## config.mk

```make
export PLATFORM = sky130hd
export DESIGN_NAME = oldland_dbus_ctrl
export DESIGN_NICKNAME = d
export VERILOG_FILES = /design/src/rtl/oldland_dbus_ctrl.sv
export SDC_FILE = /design/constraint.sdc
export NUM_CORES = 1
export LEC_CHECK = 0
export ABC_CLOCK_PERIOD_IN_PS = 2200
export CAP_MARGIN = 20
export CORE_MARGIN = 3
export CORE_UTILIZATION = 50
export CTS_CLUSTER_SIZE = 28
export DETAILED_ROUTE_END_ITERATION = 6
export DONT_BUFFER_PORTS = 1
export PLACE_DENSITY_LB_ADDON = 0.05
export SETUP_SLACK_MARGIN = 0.4
export SLEW_MARGIN = 20
export SYNTH_ARGS = -nofsm -noshare
export SYNTH_HDL_FRONTEND = slang
export SYNTH_SLANG_ARGS = --single-unit
```

## constraint.sdc

```tcl
create_clock -name clk -period 2.2 [get_ports clk]
set_input_delay 0.33 -clock clk [delete_from_list [all_inputs] [get_ports clk]]
set_output_delay 0.33 -clock clk [all_outputs]
set_load 0.005 [all_outputs]
```

## src/rtl/oldland_dbus_ctrl.sv

```systemverilog
// Data-bus controller: decodes a CPU data request, runs one bus transfer
// with a wait-cycle timeout, and answers with a single ack or error pulse.
module oldland_dbus_ctrl #(
    parameter logic [31:0] ADDR_BASE = 32'h0000_0000,
    parameter logic [31:0] ADDR_MASK = 32'hFFF0_0000,
    parameter int unsigned TIMEOUT   = 16
) (
    input  logic        clk,
    input  logic        rst_n,
    // CPU side
    input  logic [31:0] d_addr,
    input  logic [3:0]  d_bytesel,
    input  logic        d_wr_en,
    input  logic [31:0] d_wr_val,
    input  logic        d_access,
    output logic [31:0] d_data,
    output logic        d_ack,
    output logic        d_error,
    // Bus side
    output logic [29:0] b_addr,
    output logic [3:0]  b_bytesel,
    output logic        b_wr_en,
    output logic [31:0] b_wr_val,
    output logic        b_cs,
    input  logic [31:0] b_rdata,
    input  logic        b_ready,
    input  logic        b_err
);

    localparam int unsigned CNT_W = 8;

    typedef enum logic [1:0] {
        ST_IDLE = 2'd0,
        ST_BUS  = 2'd1,
        ST_RESP = 2'd2,
        ST_GAP  = 2'd3
    } state_t;

    state_t         state_q, state_d;
    logic [29:0]    b_addr_q, b_addr_d;
    logic [3:0]     b_bytesel_q, b_bytesel_d;
    logic           b_wr_en_q, b_wr_en_d;
    logic [31:0]    b_wr_val_q, b_wr_val_d;
    logic           b_cs_q, b_cs_d;
    logic [31:0]    d_data_q, d_data_d;
    logic           d_ack_q, d_ack_d;
    logic           d_error_q, d_error_d;
    logic [CNT_W-1:0] cnt_q, cnt_d;
    logic           err_q, err_d;
    logic           hit;

    assign hit = ((d_addr & ADDR_MASK) == ADDR_BASE);

    // Next-state, request latching, wait counting and registered output decode.
    always_comb begin
        state_d     = state_q;
        b_addr_d    = b_addr_q;
        b_bytesel_d = b_bytesel_q;
        b_wr_en_d   = b_wr_en_q;
        b_wr_val_d  = b_wr_val_q;
        d_data_d    = d_data_q;
        cnt_d       = cnt_q;
        err_d       = err_q;
        b_cs_d      = 1'b0;
        d_ack_d     = 1'b0;
        d_error_d   = 1'b0;

        case (state_q)
            ST_IDLE: begin
                if (d_access) begin
                    if (hit && (d_bytesel != 4'b0000)) begin
                        b_addr_d    = d_addr[31:2];
                        b_bytesel_d = d_bytesel;
                        b_wr_en_d   = d_wr_en;
                        b_wr_val_d  = d_wr_val;
                        cnt_d       = '0;
                        state_d     = ST_BUS;
                    end else begin
                        err_d   = 1'b1;
                        state_d = ST_RESP;
                    end
                end
            end
            ST_BUS: begin
                cnt_d = cnt_q + CNT_W'(1);
                if (b_err) begin
                    err_d   = 1'b1;
                    state_d = ST_RESP;
                end else if (b_ready) begin
                    if (!b_wr_en_q) begin
                        d_data_d = b_rdata;
                    end
                    err_d   = 1'b0;
                    state_d = ST_RESP;
                end else if (cnt_d == CNT_W'(TIMEOUT)) begin
                    err_d   = 1'b1;
                    state_d = ST_RESP;
                end
            end
            ST_RESP: state_d = ST_GAP;
            ST_GAP:  state_d = ST_IDLE;
            default: state_d = ST_IDLE;
        endcase

        // Outputs are flops loaded from the state being entered.
        b_cs_d    = (state_d == ST_BUS);
        d_ack_d   = (state_d == ST_RESP) && !err_d;
        d_error_d = (state_d == ST_RESP) && err_d;
    end

    // State and output registers with asynchronous clear.
    always_ff @(posedge clk or negedge rst_n) begin
        if (!rst_n) begin
            state_q     <= ST_IDLE;
            b_addr_q    <= '0;
            b_bytesel_q <= '0;
            b_wr_en_q   <= 1'b0;
            b_wr_val_q  <= '0;
            b_cs_q      <= 1'b0;
            d_data_q    <= '0;
            d_ack_q     <= 1'b0;
            d_error_q   <= 1'b0;
            cnt_q       <= '0;
            err_q       <= 1'b0;
        end else begin
            state_q     <= state_d;
            b_addr_q    <= b_addr_d;
            b_bytesel_q <= b_bytesel_d;
            b_wr_en_q   <= b_wr_en_d;
            b_wr_val_q  <= b_wr_val_d;
            b_cs_q      <= b_cs_d;
            d_data_q    <= d_data_d;
            d_ack_q     <= d_ack_d;
            d_error_q   <= d_error_d;
            cnt_q       <= cnt_d;
            err_q       <= err_d;
        end
    end

    assign b_addr    = b_addr_q;
    assign b_bytesel = b_bytesel_q;
    assign b_wr_en   = b_wr_en_q;
    assign b_wr_val  = b_wr_val_q;
    assign b_cs      = b_cs_q;
    assign d_data    = d_data_q;
    assign d_ack     = d_ack_q;
    assign d_error   = d_error_q;

endmodule

```

# Word-level counts from Yosys, hierarchy flattened
# Cells that the tools add are included.
# classes
n_addsub	1
n_eq_ne	8
muxes	15
n_bitwise	2
reduce_logical	11
# op_table
operator	n
$logic_not A32 Y1	1
$mux W8	2
$pmux W8 S2	1
$mux W2	5
$add A8 B1 Y8 const B	1
$eq A8 B5 Y1 const B	1
$pmux W2 S4	1
$eq A2 B2 Y1 const B	3
$reduce_and A3 Y1	2
$mux W1	5
$eq A2 B1 Y1 const B	2
$ne A2 B2 Y1 const B	2
$reduce_and A4 Y1	1
$reduce_bool A4 Y1	1
$logic_and A1 B1 Y1	3
$logic_not A2 Y1	1
$not A1 Y1	2
$pmux W1 S2	1
$reduce_bool A2 Y1	1
$logic_not A1 Y1	1
# word_totals
register_bits	113
input_bits	106
output_inout_bits	102
word_cells	48

# Longest topological paths before layout
# logic_depth
word_depth	8
mapped_depth	6
depth_no_buf	5

# Worst setup path after synthesis
# No wires, ideal clock.
# synth_path
path_type	input-to-reg
startpoint	input d_addr[21]
endpoint	register b_wr_val_q[14] (netlist: b_wr_val[14])
t_arrival_ns	2.000
required_ns	2.075
slack_ns	0.075
stages	5
path_buffers	1
cell_sequence	or4_1 -> nor4_4 -> nand3_4 -> buf_2 -> mux2_4
# synth_via
elab_chain_len	3
# synth_rtl
element	line_no	rtl
from (decl)	11	input logic [31:0] d_addr,
$logic_not A32 Y1	52	assign hit = ((d_addr & ADDR_MASK) == ADDR_BASE);
$logic_and A1 B1 Y1	71	if (hit && (d_bytesel != 4'b0000)) begin
$reduce_and A3 Y1 (no source line)	-	
to (signal assigned)	130	b_wr_val_q <= b_wr_val_d;
to (decl)	43	logic [31:0] b_wr_val_q, b_wr_val_d;
# No other way between the ends.
# A chain may end at the register's enable or synchronous reset.

# Worst setup path after layout
# layout_path
startpoint	register state_q[1]
endpoint	register d_data_q[8] (netlist: d_data[8])
# layout_via
elab_chain_len	2
# layout_rtl
element	line_no	rtl
from (decl)	39	state_t state_q, state_d;
from (signal assigned)	126	state_q <= state_d;
$eq A2 B1 Y1	68	case (state_q)
$reduce_and A4 Y1 (no source line)	-	
to (signal assigned)	132	d_data_q <= d_data_d;
to (decl)	45	logic [31:0] d_data_q, d_data_d;
# No other way between the ends.

==> flow_summary.toml <==
[timing]
slew_violations = 0
setup_ws_ps = 544
setup_tns_ps = 0
finalHoldViolCount = 113
worstMarginPinSlew_ps = 507
rsz0062_at_grt = "no"
hold_ws_ps = -474
fin_crit_sh_pct = 75.3
max-slew-margin-rel_pct = 66.1
fmax_mhz = 604
finalCriticalPeriod_ps = 1660
setup_violations = 0
finalClockSkew_ps = 9.84

[route]
vias_per_cell = 5.22
drc = 0
route.vias.total = 2650
firstDrtPassIters = 4
ant_nets = 0
wl_mm = 9.89
dr.first_iter.drc_count = 64
routedWlPerCell_um = 19.5

[logic_synthesis]
yosys_warnings = 0
async_flop_share_pct = 100
synth_edf_count = 0
ys_seq_area_share_pct = 62.3
ys_ff_latch = 113
synthFlopType = "dfrtp_1"
syn_inst = 287
synth_area_sq_um = 4540
yosysMostFrequentCell = "dfrtp_1"
synth.top_cells.by_area = "dfrtp_1, mux2_4, mux2_2, and2_1, buf_6"
synth_top_cell_area_share_pct = 62.3
synth_top_area_cell = "dfrtp_1"
synthTopCellsByCount = "dfrtp_1, mux2_4, mux2_2"
synth_fp_nets = 394
syn_area_per_cell_sq_um = 15.8
synthDistinctLibCells = 33

[critical_path]
cp.depth = 4
path_class = "reg2reg"
arrival_ps = 2030
crit_slowest_cell = "dfrtp_1"
worstReg2RegStart = "state_q[1]"
critPathMaxStageDelay_ps = 410
critPathRequiredTime_ps = 2580
crit_start = "state_q[1]"
reg2reg_slack_ps = 540
r2r_cells = 4
timing.critical_path.to = "d_data[8]"
crit_family = "simple AND/OR/NAND/NOR gates"
path_buf_inv = 1
path_max_fanout = 32
path_cells = "nand2b_2 -> nor3_2 -> buf_12 -> mux2_2"
critPathLaunchType = "flip-flop"
r2r_end = "d_data[8]"
end_kind = "flip-flop"

[die]
ioPinCount = 208
die_h_um = 101
die_w_um = 101
core_sq_um = 8760
start_util_pct = 51.8
core.rowCount = 34
die-area_sq_um = 10300

[clocking]
clock_sinks = 113
cts_root_buffer = "clkbuf_8"
clk_path_buf_depth = 2
clock_latency_ps = 490
htreeDepth = 4
cts_tree = "done"
cts.reportedPaths.clkPinSlew_ps = 60
cts_buffers = 17
hold_buffers = 87

[global_routing]
grt_use_total_pct = 19.6
gr-total-overflow = 0
antenna_found_initial = 0
grt_pass1_vias = 2934
grt_max_degree = 114
grt_pass1_wl_mm = 15.2

[pwr]
p_int_w = 0.00466
seq_power_share_pct = 45.5
p_switching_w = 0.00161
p_comb_share_pct = 12.1
power_density_nw_per_um2 = 1020
sw_frac_of_total_pct = 25.6
leakagePower_nw = 2.97
peakVddDrop_uv = 527
power_w = 0.00627
pwr-share-clk_pct = 42.4

[min_path]
hold_class = "in2async"

[place]
io_buffers = 0
placed_cell_area_sq_um = 4680
gp_congestion = 0.760
post-place-ws_ps = 102
place.detailed.hpwl_mm = 6.02
placedCellCount = 389

[cells_and_area]
layout-drive-gt1-share_pct = 32.5
multiInputGateArea_sq_um = 1640
finalNonFillerCells = 508
finalNetCount = 494
n_fill_cell = 541
seq_area_sq_um = 2830
area_growth_pct = 35.3
fin_area_sq_um = 6140
diodes = 0

[status]
status = "finished with violations"
failed_checks = "negative hold slack"

[flow_run]
maxCapViolations = 0
-- worst register-to-register path, cell delays in order (launching register included) --
cell      delay (ps)
dfrtp_1          410
nand2b_2         300
nor3_2           220
buf_12           240
mux2_2           380
-- metrics by stage --
stage,util (%),hold slack (ps)
after floorplan,-,34.4
after global placement,53.4,37.0
after detailed placement,53.4,37.0
after CTS,70.1,-503
after global routing,70.1,-512
final,70.1,-474
-- per-layer routing --
layer	part of all wire [%]	track usage [%]	vias up
met5	0	0	-
met4	0.99	7.46	0
met3	10	7.51	8
met2	48	30.8	156
met1	41	24.6	1259
li1	-	-	1227
-- registers in the layout, indices dropped and copies added, names as in the netlist --
| name | flops |
|---|---|
| cnt_q | 8 |
| b_cs | 1 |
| state_q | 2 |
| b_wr_en | 1 |
| d_error | 1 |
| d_ack | 1 |
| b_addr | 30 |
| err_q | 1 |
| b_wr_val | 32 |
| b_bytesel | 4 |
| d_data | 32 |
-- power by group through the flow --
stage          combinational, W  sequential (W)  clock (W)
6_report               0.000761         0.00285    0.00266
5_1_grt                0.000856         0.00292    0.00283
4_1_cts                0.000752         0.00284    0.00273
3_5_place_dp           0.000628         0.00287          0
3_3_place_gp           0.000597         0.00288          0
2_1_floorplan          0.000541         0.00277          0
-- final cells by class --
cell class	count	share of cell area (%)
Timing Repair Buffer	92	15.4
Tap cell	108	2.20
Sequential cell	113	46.0
Inverter	1	0.0611
Clock inverter	11	2.12
Multi-Input combinational cell	162	26.7
Clock buffer	21	7.47
-- kinds of logic (layout without fill, tap and decap cells) --
group,after synthesis,in the layout,synth area share (%)
DFF,113,113,62.3
muxes,87,87,25.9
and+or+nand+nor,55,55,7.14
buffers and inverters,12,125,1.85
AOI/OAI and AO/OA,19,19,2.62
adders and majority gates,1,1,0.275
-- worst min-delay path by stage --
stage	depth (start not counted)	slack, ps	end	startpoint
finish	0	-470	d_data[13]	rst_n
CTS	0	-500	b_addr[27]	rst_n
detailed placement	0	40	d_data[17]	rst_n
global route	0	-510	b_addr[23]	rst_n
floorplan	0	30	b_addr[0]	rst_n
global placement	0	40	d_data[13]	rst_n
-- cell usage in the layout, fill, tap and decap left out, drive strengths merged --
cell | netlist | layout
dfrtp | 113 | 113
dlygate4sd3 | 0 | 87
mux2 | 87 | 87
clkbuf | 5 | 21
and2 | 12 | 12
nand2 | 11 | 11
nand3 | 11 | 11
o21ai | 8 | 8
clkinvlp | 0 | 7
buf | 6 | 5
nor2 | 4 | 4
a21oi | 3 | 3
or4 | 3 | 3
or3 | 2 | 2
nand4 | 2 | 2
o211ai | 2 | 2
bufinv | 0 | 2
nor3 | 2 | 2
inv | 1 | 2
nor4 | 2 | 2
nand2b | 2 | 2
nand4b | 1 | 1
nor2b | 1 | 1
a211oi | 1 | 1
a21o | 1 | 1
o221ai | 1 | 1
a211o | 1 | 1
a31o | 1 | 1
and3 | 1 | 1
or2 | 1 | 1
o31ai | 1 | 1
ha | 1 | 1
clkinv | 0 | 1
-- repair_timing --
item,4_1_cts,5_1_grt
setup endpoints to repair,0,32
gates resized for setup,0,1
endpoints found under the hold margin,200,113
buffers inserted,0,0
(Power assumes the default switching activity.)
